$ cat src/rtl/bus_cycle_terminator.sv
`default_nettype none
// +--------------------------------------------------------------------------+
// | Module  : bus_cycle_terminator                                           |
// | Purpose : Responder-side termination of every 68030 bus cycle. Takes    |
// |           the function/device decode and port width sampled at the      |
// |           start of a cycle, then inserts wait states and drives DSACK,   |
// |           AVEC or BERR. It leaves FPU cycles to the FPU.                 |
// | Ports   : clock, reset         - clock, async active-high reset          |
// |           as                   - synchronised address strobe (high)     |
// |           function_selected    - one-hot function decode                |
// |           device_selected      - one-hot device decode (0 = unmapped)   |
// |           port_width           - port width of the selected device      |
// |           ext_ack              - ack from externally terminated devices |
// |           dsack_n[1:0]         - DSACK1/DSACK0, active-low              |
// |           berr_n, avec_n       - bus error / autovector, active-low     |
// |           cycle_active         - high while a cycle is in progress      |
// | Options : BUS_TIMEOUT_EN - when defined, an external cycle that is not   |
// |           acknowledged within TIMEOUT_CYCLES clocks ends in BERR.        |
// | Revision: 1.0 - initial release                                          |
// +--------------------------------------------------------------------------+

// Decode encodings shared with the address decoder. They are guarded so
// that a project-wide definition file may supply them first.
`ifndef FUNCTION_SELECTED_MAXPOS
`define FUNCTION_SELECTED_MAXPOS 2
`endif
`ifndef FUNCTION_NORMAL
`define FUNCTION_NORMAL 0
`endif
`ifndef FUNCTION_INT_ACK
`define FUNCTION_INT_ACK 1
`endif
`ifndef FUNCTION_FPU
`define FUNCTION_FPU 2
`endif
`ifndef DEVICE_SELECTED_MAXPOS
`define DEVICE_SELECTED_MAXPOS 12
`endif
`ifndef DEVICE_NULL
`define DEVICE_NULL '0
`endif
`ifndef DEVICE_ROM
`define DEVICE_ROM 0
`endif
`ifndef DEVICE_REGISTER8
`define DEVICE_REGISTER8 1
`endif
`ifndef DEVICE_REGISTER16
`define DEVICE_REGISTER16 2
`endif
`ifndef DEVICE_REGISTER32
`define DEVICE_REGISTER32 3
`endif
`ifndef DEVICE_QUART
`define DEVICE_QUART 4
`endif
`ifndef DEVICE_SIMM
`define DEVICE_SIMM 5
`endif
`ifndef DEVICE_SLOT0
`define DEVICE_SLOT0 6
`endif
`ifndef DEVICE_SLOT1
`define DEVICE_SLOT1 7
`endif
`ifndef DEVICE_SLOT2
`define DEVICE_SLOT2 8
`endif
`ifndef DEVICE_SLOT3
`define DEVICE_SLOT3 9
`endif
`ifndef DEVICE_IDE1
`define DEVICE_IDE1 10
`endif
`ifndef DEVICE_IDE3
`define DEVICE_IDE3 11
`endif
`ifndef DEVICE_ETH
`define DEVICE_ETH 12
`endif
`ifndef PORT_WIDTH_WIDTH
`define PORT_WIDTH_WIDTH 2
`endif
`ifndef PORT_WIDTH_NULL
`define PORT_WIDTH_NULL 2'b00
`endif
`ifndef PORT_WIDTH_BYTE
`define PORT_WIDTH_BYTE 2'b01
`endif
`ifndef PORT_WIDTH_WORD
`define PORT_WIDTH_WORD 2'b10
`endif
`ifndef PORT_WIDTH_LONG
`define PORT_WIDTH_LONG 2'b11
`endif

module bus_cycle_terminator #(
    parameter int ROM_WAIT       = 2,
    parameter int REG_WAIT       = 0,
    parameter int SIMM_WAIT      = 1,
    parameter int TIMEOUT_CYCLES = 255
) (
    input  logic                                 clock,
    input  logic                                 reset,
    input  logic                                 as,
    input  logic [`FUNCTION_SELECTED_MAXPOS:0]   function_selected,
    input  logic [`DEVICE_SELECTED_MAXPOS:0]     device_selected,
    input  logic [`PORT_WIDTH_WIDTH-1:0]         port_width,
    input  logic                                 ext_ack,
    output logic [1:0]                           dsack_n,
    output logic                                 berr_n,
    output logic                                 avec_n,
    output logic                                 cycle_active
);

    // The 8-bit counter cannot represent values outside these ranges.
    if (ROM_WAIT < 0 || ROM_WAIT > 255 || REG_WAIT < 0 || REG_WAIT > 255 ||
        SIMM_WAIT < 0 || SIMM_WAIT > 255 ||
        TIMEOUT_CYCLES < 1 || TIMEOUT_CYCLES > 255) begin : g_param_range_error
        $error("bus_cycle_terminator: parameter out of range");
    end

    localparam logic [7:0] C_ROM_WAIT  = 8'(ROM_WAIT);
    localparam logic [7:0] C_REG_WAIT  = 8'(REG_WAIT);
    localparam logic [7:0] C_SIMM_WAIT = 8'(SIMM_WAIT);
`ifdef BUS_TIMEOUT_EN
    localparam logic [7:0] C_TIMEOUT_LAST = 8'(TIMEOUT_CYCLES - 1);
`endif

    typedef enum logic [2:0] {
        ST_IDLE     = 3'd0,
        ST_WAIT     = 3'd1,
        ST_WAIT_EXT = 3'd2,
        ST_ACK      = 3'd3,
        ST_AVEC     = 3'd4,
        ST_BERR     = 3'd5,
        ST_PASS     = 3'd6
    } state_t;

    state_t                         state_q, state_d;
    logic [7:0]                     count_q, count_d;
    logic [`PORT_WIDTH_WIDTH-1:0]   width_q, width_d;
    logic [1:0]                     dsack_q, dsack_d;
    logic                           berr_q, berr_d;
    logic                           avec_q, avec_d;
    logic                           active_q, active_d;

    logic                           is_ext_dev;
    logic [7:0]                     wait_sel;

    assign is_ext_dev = device_selected[`DEVICE_SLOT0] | device_selected[`DEVICE_SLOT1] |
                        device_selected[`DEVICE_SLOT2] | device_selected[`DEVICE_SLOT3] |
                        device_selected[`DEVICE_IDE1]  | device_selected[`DEVICE_IDE3]  |
                        device_selected[`DEVICE_ETH];

    always_comb begin
        wait_sel = C_REG_WAIT;
        if (device_selected[`DEVICE_ROM]) begin
            wait_sel = C_ROM_WAIT;
        end else if (device_selected[`DEVICE_SIMM]) begin
            wait_sel = C_SIMM_WAIT;
        end
    end

    always_comb begin
        state_d = state_q;
        count_d = count_q;
        width_d = width_q;

        case (state_q)
            ST_IDLE: begin
                if (as) begin
                    // Width is captured here so decode changes mid-cycle
                    // cannot alter the DSACK encoding.
                    width_d = port_width;
                    if (function_selected[`FUNCTION_INT_ACK]) begin
                        state_d = ST_AVEC;
                    end else if (function_selected[`FUNCTION_FPU]) begin
                        state_d = ST_PASS;
                    end else if (!function_selected[`FUNCTION_NORMAL] ||
                                 device_selected == `DEVICE_NULL ||
                                 port_width == `PORT_WIDTH_NULL) begin
                        state_d = ST_BERR;
                    end else if (is_ext_dev) begin
                        state_d = ST_WAIT_EXT;
                        count_d = 8'd0;
                    end else begin
                        state_d = ST_WAIT;
                        count_d = wait_sel;
                    end
                end
            end
            ST_WAIT: begin
                if (!as) begin
                    state_d = ST_IDLE;
                end else if (count_q == 8'd0) begin
                    state_d = ST_ACK;
                end else begin
                    count_d = count_q - 8'd1;
                end
            end
            ST_WAIT_EXT: begin
                if (!as) begin
                    state_d = ST_IDLE;
                end else if (ext_ack) begin
                    state_d = ST_ACK;
`ifdef BUS_TIMEOUT_EN
                end else if (count_q == C_TIMEOUT_LAST) begin
                    state_d = ST_BERR;
                end else begin
                    count_d = count_q + 8'd1;
`endif
                end
            end
            default: begin
                // ACK, AVEC, BERR and PASS hold until the strobe drops.
                if (!as) begin
                    state_d = ST_IDLE;
                end
            end
        endcase
    end

    // Outputs are decoded from the next state and registered alongside it,
    // so they change on the same edge as the state.
    always_comb begin
        dsack_d  = 2'b11;
        berr_d   = 1'b1;
        avec_d   = 1'b1;
        active_d = (state_d != ST_IDLE);
        case (state_d)
            ST_ACK: begin
                case (width_d)
                    `PORT_WIDTH_LONG: dsack_d = 2'b00;
                    `PORT_WIDTH_WORD: dsack_d = 2'b01;
                    `PORT_WIDTH_BYTE: dsack_d = 2'b10;
                    default:          dsack_d = 2'b11;
                endcase
            end
            ST_AVEC: avec_d = 1'b0;
            ST_BERR: berr_d = 1'b0;
            default: ;
        endcase
    end

    always_ff @(posedge clock or posedge reset) begin
        if (reset) begin
            state_q  <= ST_IDLE;
            count_q  <= 8'd0;
            width_q  <= `PORT_WIDTH_NULL;
            dsack_q  <= 2'b11;
            berr_q   <= 1'b1;
            avec_q   <= 1'b1;
            active_q <= 1'b0;
        end else begin
            state_q  <= state_d;
            count_q  <= count_d;
            width_q  <= width_d;
            dsack_q  <= dsack_d;
            berr_q   <= berr_d;
            avec_q   <= avec_d;
            active_q <= active_d;
        end
    end

    assign dsack_n      = dsack_q;
    assign berr_n       = berr_q;
    assign avec_n       = avec_q;
    assign cycle_active = active_q;

endmodule

`default_nettype wire
$ cat config.mk
export PLATFORM = sky130hd
export DESIGN_NAME = bus_cycle_terminator
export DESIGN_NICKNAME = d
export VERILOG_FILES = /design/src/rtl/bus_cycle_terminator.sv
export SDC_FILE = /design/constraint.sdc
export NUM_CORES = 1
export LEC_CHECK = 0
export BUFFER_PORTS_ARGS = -buffer_cell sky130_fd_sc_hd__buf_4
export CAP_MARGIN = 10
export CELL_PAD_IN_SITES_DETAIL_PLACEMENT = 0
export CELL_PAD_IN_SITES_GLOBAL_PLACEMENT = 2
export CORE_MARGIN = 10
export CORE_UTILIZATION = 33
export CTS_BUF_LIST = sky130_fd_sc_hd__clkbuf_16
export DETAILED_ROUTE_END_ITERATION = 6
export MAX_ROUTING_LAYER = met4
export PLACE_DENSITY = 0.87
export SKIP_LAST_GASP = 1
export SYNTH_ARGS = -nofsm -noshare
export SYNTH_HDL_FRONTEND = slang
export SYNTH_SLANG_ARGS = --single-unit
$ cat constraint.sdc
create_clock -name clock -period 2.7 [get_ports clock]
set_input_delay 0.27 -clock clock [delete_from_list [all_inputs] [get_ports clock]]
set_output_delay 0.27 -clock clock [all_outputs]
set_load 0.01 [all_outputs]
==> results of run 1 <==
-- sequential cells by signal, indices dropped and copies added (netlist names) --
register	flops
avec_n	1
berr_n	1
count_q	8
cycle_active	1
dsack_n	2
state_q	3
width_q	2
-- per-layer routing --
metal | wire, um | track usage
met1 | 1130 | 0.127
met2 | 1050 | 0.145
met3 | 95 | 0.0131
met4 | 62 | 0.0504
met5 | 0 | -
-- Yosys cell counts (all sizes together), types with 2 or more instances --
master and instances:
mux2 2, nor4b 3, dfrtp 14, a21oi 6
a31oi 2, o211ai 3, nand3 7, nor4 3
o21ai 6, mux2i 2, nor3 5, nand2 9
inv 9, dfstp 4, nor2 6, or4 2
-- worst reg2reg max path, stage by stage, from the launching register on --
cell and delay, ns:
dfrtp_1 0.39, inv_1 0.09, ha_1 0.22, nor4b_4 0.27, nand3b_2 0.13, o21ai_1 0.15
a21oi_1 0.09, or4_1 0.54
-- stage by stage --
stage,power [uW],instances,setup slack (ns),hold slack (ns)
after floorplan,627,98,0.878,0.206
after global placement,712,153,0.786,0.420
after detailed placement,716,153,0.715,0.440
after CTS,1020,157,0.714,0.169
after global routing,1080,157,0.549,0.189
final,1010,157,0.725,0.136
-- cells by family after synthesis --
kind of cell,count (synthesis),synth area share
and+or+nand+nor,40,0.273
AOI/OAI and AO/OA,24,0.170
DFF,18,0.456
buffers and inverters,11,0.0425
muxes,4,0.0463
adders and majority gates,1,0.0125
-- worst max path at each step --
stage / startpoint / endpoint / slack (ns) / depth (start not counted)
finish: count_q[0] / dsack_n[0] / 0.72 / 7
global route: count_q[0] / dsack_n[1] / 0.55 / 7
CTS: count_q[0] / dsack_n[0] / 0.71 / 7
detailed placement: count_q[0] / dsack_n[0] / 0.71 / 7
global placement: count_q[0] / dsack_n[0] / 0.79 / 7
floorplan: count_q[0] / dsack_n[0] / 0.88 / 7
-- where the power goes --
group / internal (uW) / switching, uW
registers: 342 / 77.3
logic: 143 / 148
clock network: 197 / 103
-- layout make-up --
type / instances / area share
clock buffers: 3 / 0.0576
repair buffers: 26 / 0.150
multi-input cells: 69 / 0.385
flip-flops and latches: 18 / 0.349
clock inverters: 1 / 0.00288
inverters: 9 / 0.0259
well taps: 31 / 0.0298
==> results by stage, run 1 <==
Setup path:
- On the worst path, the slowest cell contributes a delay of 0.54 ns.
- The launch instance of the worst register-to-register path is count_q[0].
- The critical register-to-register path endpoint is dsack_n[0].
- The data arrival time of the critical path is 2.14 ns.
- The kind of cell with the highest combined delay on the critical path is simple AND/OR/NAND/NOR gates.
- For flop-to-flop paths, the worst setup slack is 0.72 ns.
- By startpoint and endpoint, the worst setup path is classified as flip-flop to flip-flop.
- The depth of the most critical reg-to-reg path is 7.
- The worst setup path is captured at a flip-flop.
- The critical path goes through inv_1 -> ha_1 -> nor4b_4 -> nand3b_2 -> o21ai_1 -> a21oi_1 -> or4_1.
- Counting both buffers and inverters, the worst setup path holds a total of 1.
- The worst setup path is launched from a flip-flop.
- Among all stages on the critical path, the largest delay is contributed by or4_1.
- Of all nets on the critical path, the largest fanout is 5.
- The required time reported for the critical path endpoint is 2.87 ns.

Yosys:
- The share of the yosys chip area belonging to registers is 0.456.
- Yosys printed 0 warnings.
- In this run, synthesis inferred 0 flip-flops with an integrated enable.
- The number of standard cells after synthesis is 98.
- The synthesized area is 1000 sq um.
- Of the post-synthesis cell area, the dominant cell type holds 0.350.
- By area the synthesized netlist is led by dfrtp_1 35%, dfstp_2 11%, nand3_1 3.5%, inv_1 3.4%, nand2_1 3.4%.
- Of all cell types, the one taking the most synthesized area is dfrtp_1.
- After synthesis the netlist holds a flip-flop and latch count of 18.
- The post-synthesis cell type count is 38.
- The share of synthesized registers carrying an async set or reset is 1.00.
- The average cell area after synthesis is 10.2 sq um.
- When the netlist entered floorplanning its net count stood at 121.
- The primary flip-flop cell chosen by synthesis mapping is dfrtp_1.

Global route:
- The total overflow left after global routing is 0.
- In the global route stage, overall resource usage came out at 0.0978.
- The initial antenna violation count came to 0.
- The via count of the first global-routing pass is 918.
- The global-route wire length before repair is 4.19 mm.
- The largest net degree at the start of global routing is 19.

Outcome:
- The run finished with clean final reports.

Timing:
- The clock period could shrink to 1.98 ns.
- The clock arrives with 0.00344 ns of skew.
- The number of max-slew violations in the final report is 0.
- The headroom to the max-slew limit is 0.528.
- Static timing analysis puts the maximum clock frequency at 0.506 GHz.
- The actual slew at the worst max-slew pin is 0.707 ns.
- The final setup TNS is 0 ns.
- The final cycle utilization of the critical path is 0.732.
- The number of failing hold endpoints at the final stage is 0.
- Setup repair after global routing left no endpoint under its margin.
- The total of endpoints with negative setup slack in the final report is 0.

CTS:
- The clock drives 18 sinks.
- The TritonCTS clock tree is done.
- The hold-fix buffer count after cts is 0.
- Once the clock tree was built, the setup fixing pass inserted 0 buffers.
- The H-tree level count is 1.
- TritonCTS created 3 clock buffers.
- The number of instances resized during post-cts repair is 0.
- The clock latency on the worst-skew pair is 0.25 ns.
- The clock-pin transition on the worst setup and hold timing paths is 0.05 ns.
- The buffer levels on the longest clock path is 2.
- The root buffer selected by CTS is clkbuf_16.

Die:
- The floorplan row count is 19.
- The die footprint is 5630 sq um.
- The core region is 2830 sq um.
- The die boundary height is 75.0 um.
- The die width is 75.0 um.
- The initial cell density of the core is 0.353.
- Pin placement for this block handled 27 I/O pins.

Route:
- The average vias per placed instance is 5.42.
- The DRC violation count after routing is 0.
- The routed length per placed instance is 14.9 um.
- The count of nets left with antenna violations once routing finished came out at 0.
- Summing over every cut layer, the via total after detailed routing is 851.
- The routed design has 2.34 mm of wire.
- For this block, the initial DRC count from the detailed router was 47.
- The first detailed-routing pass ran for 4 iterations.

Finish:
- In the final layout, flip-flops and latches occupy 455 sq um.
- The top cell types in the final layout, fill and taps aside, are 26 x buf_4, 14 x dfrtp_1, 9 x nand2_1, 9 x inv_1, 7 x nand3_1.
- The area used by multi-input combinational logic is 502 sq um.
- With fillers left out, the area of the finished cells amounts to 1300 sq um.
- The area growth from synthesis to final layout is 30.4%.
- The share of cells above drive strength 1 is 0.349.
- 0 antenna diodes ended up in the layout.
- The total of fill cells in the finished design is 261.
- The most common cell after layout, fill and taps aside is buf_4.
- For this run, the share of the core covered by cells in the final layout is 0.461.
- The total number of nets in the final design is 150.

Place:
- The placed instances occupy a cell area of 1220 sq um.
- The number of buffer cells added on primary ports is 26.
- The detailed placer's ending HPWL is 1.87 mm.
- The routability-driven placement congestion ratio is 0.740.

Hold path:
- The class of the most critical hold timing path is input port to asynchronous set/reset pin.

Pwr:
- The leakage dissipation is 0.000550 uW.
- The areal power density over the cells is 775 nW/um^2.
- The peak ir drop on the vdd network is 254 uV.

Run:
- The number of max-cap violations is 0.
No activity file was read; power rests on OpenSTA's default activity.
==> run 2: changes to the inputs <==
--- a/config.mk
+++ b/config.mk
@@ -10,11 +10,11 @@
 export CELL_PAD_IN_SITES_DETAIL_PLACEMENT = 0
 export CELL_PAD_IN_SITES_GLOBAL_PLACEMENT = 2
 export CORE_MARGIN = 10
-export CORE_UTILIZATION = 33
+export CORE_UTILIZATION = 28
 export CTS_BUF_LIST = sky130_fd_sc_hd__clkbuf_16
 export DETAILED_ROUTE_END_ITERATION = 6
 export MAX_ROUTING_LAYER = met4
-export PLACE_DENSITY = 0.87
+export PLACE_DENSITY = 0.79
 export SKIP_LAST_GASP = 1
 export SYNTH_ARGS = -nofsm -noshare
 export SYNTH_HDL_FRONTEND = slang
==> constraint.sdc (replaced) <==
create_clock -name clock -period 1.8 [get_ports clock]
set_input_delay 0.18 -clock clock [delete_from_list [all_inputs] [get_ports clock]]
set_output_delay 0.18 -clock clock [all_outputs]
set_load 0.01 [all_outputs]
==> results by stage, run 2 (synthesis gave the netlist of run 1 again) <==
Outcome:
- Result of the run: complete, no violations (unchanged).

Run:
- The number of max-cap violations is 0 (unchanged).

Timing:
- The final cycle utilization of the critical path is 0.963 (was 0.732).
- RSZ-0062 raised after global routing: true (was false).
- The final setup TNS was 0 ns (unchanged).
- The headroom to the max-slew limit is 0.543 (was 0.528).
- The final worst slack was 0.0672 ns (was 0.725 ns).
- The final setup skew is 0.00507 ns (was 0.00344 ns).
- The number of max-slew violations in the final report is 0 (unchanged).
- The actual slew at the worst max-slew pin was 0.684 ns (was 0.707 ns).
- The highest clock rate is 0.577 GHz (was 0.506 GHz).
- The number of failing hold endpoints at the final stage came to 0 (unchanged).
- The total of endpoints with negative setup slack in the final report is 0 (unchanged).
- The time the final worst path needs with I/O delays and setup is 1.73 ns (was 1.98 ns).

Global route:
- The via count of the first global-routing pass is 982 (was 918).
- The global-route wire length before repair is 4.36 mm (was 4.19 mm).
- The remaining global-route overflow is 0 (unchanged).
- The largest net degree at the start of global routing is 19 (unchanged).
- The global-route usage over all layers was 0.0876 (was 0.0978).
- The initial antenna violation count was 0 (unchanged).

Finish:
- Leading registers by flop count: count_q x8, state_q x3 (unchanged).
- The share of cells above drive strength 1 is 0.493 (was 0.349).
- The flip-flop count of the largest register, all copies and words added is 8 (unchanged).
- The most common cell after layout, fill and taps aside is buf_4 (unchanged).
- The utilization of the core after routing came to 0.446 (was 0.461).
- The antenna diode count came to 0 (unchanged).
- The register ranked first by flip-flop count is count_q (unchanged).
- The total number of nets in the final design is 168 (was 150).
- Leading cell types in the layout, fill and taps excluded: 43 x buf_4, 13 x dfrtp_1, 9 x nand2_1, 8 x inv_1, 6 x nand3_1 (was 26 x buf_4, 14 x dfrtp_1, 9 x nand2_1, 9 x inv_1, 7 x nand3_1).
- The post-layout instance count excluding filler cells is 190 (was 157).
- The area growth from synthesis to final layout came to 51.1% (was 30.4%).

CTS:
- The total clock buffers created by CTS is 3 (unchanged).
- The hold-fix buffer count after cts was 0 (unchanged).
- The H-tree level count came to 1 (unchanged).
- The root buffer selected by CTS is clkbuf_16 (unchanged).
- The clock latency on the worst-skew pair is 0.25 ns (about the same).
- The TritonCTS clock tree is done (unchanged).
- The buffer levels on the longest clock path is 2 (unchanged).
- The number of clock sinks seen by CTS is 18 (unchanged).
- The clock-pin transition on the worst setup and hold timing paths is 0.05 ns (about the same).

Place:
- The placed instance count is 182 (was 153).
- The routability-driven placement congestion ratio is 0.752 (was 0.740).
- The number of buffer cells added on primary ports came to 26 (unchanged).
- The worst slack at placement was -0.0752 ns (was 0.715 ns).
- The detailed placer's ending HPWL is 2.09 mm (was 1.87 mm).

Setup path:
- The category of the critical setup timing path is flip-flop to flip-flop (unchanged).
- The startpoint type of the worst setup path is a flip-flop (unchanged).
- The sort of element at the end of the critical path is a flip-flop (unchanged).
- The largest driver fanout on the critical path is 4 (was 5).
- The cell at the slowest stage of the critical path is or4b_1 (was or4_1).
- The critical path's largest stage delay is 0.46 ns (was 0.54 ns).
- The launch instance of the worst register-to-register path is count_q[0] (unchanged).
- The worst setup path startpoint is count_q[0] (unchanged).
- The data arrival time of the critical path was 1.90 ns (was 2.14 ns).
- The required time reported for the critical path endpoint was 1.96 ns (was 2.87 ns).
- Critical path cell sequence: inv_2 -> ha_4 -> nor4b_4 -> nand3b_4 -> o21ai_2 -> a21oi_2 -> or4b_1 (was inv_1 -> ha_1 -> nor4b_4 -> nand3b_2 -> o21ai_1 -> a21oi_1 -> or4_1).

Route:
- The iteration count of the initial detailed-routing pass is 4 (unchanged).
- The DRC violation count after routing is 0 (unchanged).
- The total length of routed wires is 2.54 mm (was 2.34 mm).
- The average vias per placed instance is 4.78 (was 5.42).
- The routed length per placed instance is 13.4 um (was 14.9 um).
- The via count was 909 (was 851).
- The number of nets still failing antenna checks after routing is 0 (unchanged).
- The number of DRC markers in iteration 0 is 31 (was 47).

Die:
- The floorplan row count is 21 (was 19).
- The die footprint is 6360 sq um (was 5630 sq um).
- The I/O pin count is 27 (unchanged).
- The die boundary height is 79.8 um (was 75.0 um).
- The die width is 79.8 um (was 75.0 um).
- The standard cell core area was 3390 sq um (was 2830 sq um).
- The initial cell density of the core is 0.295 (was 0.353).

Pwr:
- The peak ir drop on the vdd network is 472 uV (was 254 uV).
- The leakage dissipation came to 0.000664 uW (was 0.000550 uW).
- The total power of the final layout is 1760 uW (was 1010 uW).
- The areal power density over the cells came to 1160 nW/um^2 (was 775 nW/um^2).

Hold path:
- The class of the most critical hold timing path is input port to asynchronous set/reset pin (unchanged).
-- run 2: cell count changes in the layout (fill, tap and decap cells not counted), moves of 2 or more --
cell / before / now
inv_2: 0 / 2
o21ai_2: 0 / 2
buf_4: 26 / 43
o21ai_1: 5 / 3
-- run 2: path summary, 6_finish.rpt --
kind	to	slack [ns]	depth (start not counted)
setup / recovery	dsack_n[1]	0.07	7
hold / removal	count_q[7]	0.04	2
setup reg to reg	dsack_n[1]	0.07	7
hold reg to reg	width_q[0]	0.49	2
max in group asynchronous	state_q[2]	1.28	2
min in group clock	cycle_active	0.11	1
-- run 2: critical path, delay by kind of cell, from the launching register on --
family,cells,cell delay (ns)
AND/OR/NAND/NOR,3,0.83
flip-flops,1,0.38
AO/OA/AOI/OAI,2,0.22
adder cells (fa/ha/maj),1,0.13
buffers and inverters,1,0.08
-- run 2: final cells by class --
class | instances | area (sq um)
fillers | 335 | 1880
clock buffers | 3 | 75.1
repair buffers | 44 | 334
inverters | 9 | 33.8
multi-input cells | 69 | 549
well taps | 46 | 57.6
flip-flops and latches | 18 | 457
clock inverters | 1 | 3.75
-- run 2: power breakdown --
group	internal (uW)	switching (uW)	leakage [uW]	total, uW
logic	387	309	0.000404	696
registers	515	98.0	0.000218	613
clock network	295	152	0.0000423	447
total	1200	559	0.000664	1760
-- run 2: stage by stage --
step	instance area [sq um]	hold WS, ns
2_1_floorplan	1020	0.116
3_3_place_gp	1370	0.329
3_5_place_dp	1370	0.333
4_1_cts	1460	0.0602
5_1_grt	1510	0.113
6_report	1510	0.0374
-- run 2: timing repair --
item | 4_1_cts | 5_1_grt
setup endpoints to repair | 5 | 9
buffers inserted | 1 | 3
cloned | 0 | 0
pin swaps | 1 | 6
gates resized for setup | 2 | 6
-- run 2: routing by layer --
metal  GRT usage  wire length (um)  share of wire
met3      0.0349               136          0.054
met4      0.0264                27          0.011
met2       0.146              1300           0.51
met1      0.0939              1080           0.42
met5           -                 0              0
